--- src/rtl/reg_file_sb.sv ---
// rtl/reg_file_sb.sv - parametrised 2R/1W register file with per-register pending scoreboard
// Optional same-cycle write-to-read forwarding is compiled in with `define REGFILE_BYPASS_EN.
module reg_file_sb #(
  parameter int                    DATA_WIDTH  = 8,
  parameter int                    ADDR_WIDTH  = 3,
  parameter logic [DATA_WIDTH-1:0] RESET_VALUE = '0
) (
  input  logic                  CLK,
  input  logic                  RESET,
  input  logic                  WRITEENABLE,
  input  logic [ADDR_WIDTH-1:0] WRITEREG,
  input  logic [DATA_WIDTH-1:0] WRITEDATA,
  input  logic [ADDR_WIDTH-1:0] READREG1,
  input  logic [ADDR_WIDTH-1:0] READREG2,
  output logic [DATA_WIDTH-1:0] REGOUT1,
  output logic [DATA_WIDTH-1:0] REGOUT2,
  input  logic                  RESERVE,
  input  logic [ADDR_WIDTH-1:0] RESERVEREG,
  output logic                  BUSY1,
  output logic                  BUSY2
);

  localparam int DEPTH = 1 << ADDR_WIDTH;

  logic [DATA_WIDTH-1:0] regs [DEPTH];
  logic [DEPTH-1:0]      pending;

  // Reserve is applied after the write clear so a same-index reserve wins:
  // it belongs to a newer producer than the result being written back.
  always_ff @(posedge CLK) begin
    if (!RESET) begin
      for (int i = 0; i < DEPTH; i++) begin
        regs[i] <= RESET_VALUE;
      end
      pending <= '0;
    end else begin
      if (WRITEENABLE) begin
        regs[WRITEREG]    <= WRITEDATA;
        pending[WRITEREG] <= 1'b0;
      end
      if (RESERVE) begin
        pending[RESERVEREG] <= 1'b1;
      end
    end
  end

`ifdef REGFILE_BYPASS_EN
  logic fwd1;
  logic fwd2;

  always_comb begin
    fwd1    = RESET && WRITEENABLE && (WRITEREG == READREG1);
    fwd2    = RESET && WRITEENABLE && (WRITEREG == READREG2);
    REGOUT1 = fwd1 ? WRITEDATA : regs[READREG1];
    REGOUT2 = fwd2 ? WRITEDATA : regs[READREG2];
    BUSY1   = fwd1 ? 1'b0 : pending[READREG1];
    BUSY2   = fwd2 ? 1'b0 : pending[READREG2];
  end
`else
  always_comb begin
    REGOUT1 = regs[READREG1];
    REGOUT2 = regs[READREG2];
    BUSY1   = pending[READREG1];
    BUSY2   = pending[READREG2];
  end
`endif

endmodule

--- config.mk ---
export PLATFORM = sky130hd
export DESIGN_NAME = reg_file_sb
export DESIGN_NICKNAME = d
export VERILOG_FILES = /design/src/rtl/reg_file_sb.sv
export SDC_FILE = /design/constraint.sdc
export NUM_CORES = 1
export LEC_CHECK = 0
export BUFFER_PORTS_ARGS = -buffer_cell sky130_fd_sc_hd__buf_2
export CORE_UTILIZATION = 41
export DETAILED_ROUTE_END_ITERATION = 8
export HOLD_SLACK_MARGIN = 0.02
export PLACE_DENSITY = 0.65
export SETUP_SLACK_MARGIN = 0.2
export SLEW_MARGIN = 15
export SYNTH_ARGS = -nofsm -noshare
export SYNTH_HDL_FRONTEND = slang
export SYNTH_SLANG_ARGS = --single-unit
--- constraint.sdc ---
create_clock -name CLK -period 5.3 [get_ports CLK]
set_input_delay 1.06 -clock CLK [delete_from_list [all_inputs] [get_ports CLK]]
set_output_delay 1.06 -clock CLK [all_outputs]
set_load 0.03 [all_outputs]
==> metrics.csv <==
stage;metric;value;unit
timing;Tmin final;3670;ps
die;Initial Utilization;42.6;%
logic_synthesis;Synth Warn #;0;
route;DRC viols;0;
clocking;Root Buffer;clkbuf_8;
global_route;GRT overflow;0;
route;routed vias/inst;5.45;
route;vias;2338;
finish;layout cells sized above 1;27.3;%
clocking;CTS buffer count;9;
run_status;status;complete, no violations;
die;Die Wd;100;um
place;port bufs;41;
logic_synthesis;complex-gate fraction of the synthesized area;2.78;%
logic_synthesis;EDFF count, synth;64;
clocking;post-cts sizing count;0;
logic_synthesis;mux cell area share after synthesis;28.9;%
flow_run;MaxCap Viol Count;0;
timing;# setup viols final;0;
worst_hold_path;hold path depth;2;
worst_setup_path;crit path kind;input pin to output pin;
die;FP Rows;35;
global_route;Global Route Usage Sum;19.2;%
worst_setup_path;Required @ worst endpoint;4240;ps
worst_setup_path;Critical Path AT;2610;ps
logic_synthesis;Yosys reg bits;72;
logic_synthesis;synth unique cells;22;
place;Final GP Congestion;0.784;
timing;skew final;0;ps
die;die area;10000;um^2
clocking;worst skew pair latency;340;ps
pwr;pwr dens;287;nW/um^2
worst_hold_path;hold crit path type;flop to flop;
finish;# diodes;0;
global_route;largest net degree at the start of global routing;19;
logic_synthesis;syn_nets;270;
worst_setup_path;Worst R2R Path Depth;2;
timing;Hold Violations, Final;0;
logic_synthesis;Adder-Cell Fraction of Synth Area;0;%
route;Routed Antenna Nets;0;
worst_setup_path;Critical Path Start Type;input pin;
logic_synthesis;largest cells by area after synthesis;edfxtp_1, mux4_1, and2_1;
clocking;Setup Fix Bufs, Post-CTS;0;
logic_synthesis;fraction of synthesized cell area in xor and xnor cells;0;%
finish;# nets final;319;
logic_synthesis;largest family of logic cells by synthesized area;multiplexers;
place;Placed Cells;413;
logic_synthesis;Mean Syn Cell Area;16.1;um^2
route;Post-Route WL;8960;um
global_route;vias in the first global route;2414;
finish;# fillers;837;
place;Post-DP HPWL;6030;um
logic_synthesis;Gate Count Post-Synth;246;
clocking;CTS clk-pin slew, worst paths;70;ps
route;TritonRoute pass-1 iters;4;
finish;Non-Filler Instances;429;
clocking;TritonCTS clock tree;done;
worst_setup_path;Critical Path Sink Type;output pin;
clocking;worst-case clock buffer depth;2;
timing;RSZ-0062 raised after global routing;false;
logic_synthesis;sequential area share after synthesis;52.6;%
die;die height;100;um
clocking;Post-CTS Hold Fix Bufs;0;
logic_synthesis;ys flop type;edfxtp_1;
worst_setup_path;CP max FO;18;
clocking;Num Clock Sinks;72;
place;placed cell areas;4290;um^2
logic_synthesis;post-synthesis async set-or-reset flop share;0;%
pwr;leakage power;1.70;nW
timing;Fmax achieved;272;MHz
route;Initial DRC Count;109;
logic_synthesis;Synth top cells by count;and2_1, edfxtp_1, mux4_1, mux2_2, inv_1;
timing;Max transition margin;22.2;%
timing;WHS;494;ps
logic_synthesis;Synth Area in Simple Gates;12.6;%
route;DR WL/cell;20.9;um
timing;Fin Setup TNS;0;ps
logic_synthesis;Synth Cell Area;3960;um^2
finish;Layout area overhead;13.4;%
die;core area;9280;um^2
timing;Tightest Pin Transition;1160;ps
global_route;first-pass GRT wire length;13700;um
finish;fin area;4490;um^2
timing;final period utilization;69.3;%
die;IO Pins;42;
logic_synthesis;Yosys top cell by area;edfxtp_1;
pwr;Max VDD drop;0.000145;V
timing;final slew viol count;0;
clocking;htree depth;3;
pwr;total chip power;1.29;mW
logic_synthesis;Synth top area share;48.6;%
global_route;initial antenna violation count;0;
-- cell usage in the layout, fill, tap and decap left out --
cell type / Yosys / final
buf_2: 2 / 41
dfxtp_1: 8 / 8
clkbuf_16: 0 / 2
clkbuf_8: 0 / 9
mux2_2: 18 / 18
and2_1: 64 / 64
o31ai_1: 2 / 2
inv_1: 9 / 9
mux4_2: 2 / 2
edfxtp_1: 64 / 64
nand3_1: 2 / 2
o21ai_0: 6 / 6
nand2b_1: 5 / 5
o32ai_1: 6 / 6
nor2_1: 6 / 6
nor3_1: 2 / 2
clkbuf_1: 3 / 3
o22ai_1: 2 / 2
nand3b_1: 1 / 1
clkinv_2: 0 / 2
nand2_1: 4 / 4
mux4_1: 34 / 34
buf_4: 0 / 8
-- kinds of logic (layout without fill, tap and decap cells) --
kind of cell / after synthesis / after routing
buffers and inverters: 20 / 74
flip-flops: 72 / 72
AO/OA/AOI/OAI: 16 / 16
AND/OR/NAND/NOR: 84 / 84
multiplexers: 54 / 54
-- sequential cells by signal (all words and copies together), names as in the netlist --
signal   count
regs        64
pending      8
-- final timing paths --
check / start / to / slack, ps
setup reg to reg: pending[2] / pending[2] / 4640
setup / recovery: READREG1[0] / REGOUT1[7] / 1630
hold / removal: pending[7] / pending[7] / 490
hold reg to reg: pending[7] / pending[7] / 490
-- per-layer routing --
metal  track usage [%]  vias to the layer above  wire [um]
met4              6.35                        0        134
met1              24.3                     1188       3680
met3              2.92                       10        434
met5                 0                        -          0
li1                  -                     1085          -
met2              33.9                       55       4710
-- final cells by class --
class,instances,area (um^2),share of cell area (%)
Multi-Input combinational cell,154,1750,39.0
Clock inverter,2,10.0,0.223
Clock buffer,14,185,4.13
Timing Repair Buffer,49,265,5.91
Tap cell,129,161,3.60
Inverter,9,33.8,0.753
Sequential cell,72,2080,46.4
-- power by group --
part	leakage, nW	total (mW)	switching, mW	internal, mW
Combinational	0.918	0.197	0.110	0.0873
Clock	0.101	0.421	0.195	0.226
Sequential	0.684	0.671	0.0180	0.653
-- per-stage QoR --
step	utilization (%)	worst slack, ps
global placement	46.2	1670
floorplan	-	2030
detailed placement	46.2	1600
finish	48.3	1630
global route	48.3	1580
CTS	48.3	1600
-- worst max-delay path, cell delays in order --
cell	delay, ps
buf_2	420
mux4_1	640
mux2_2	300
buf_2	180
No activity file was read; power rests on OpenSTA's default activity.
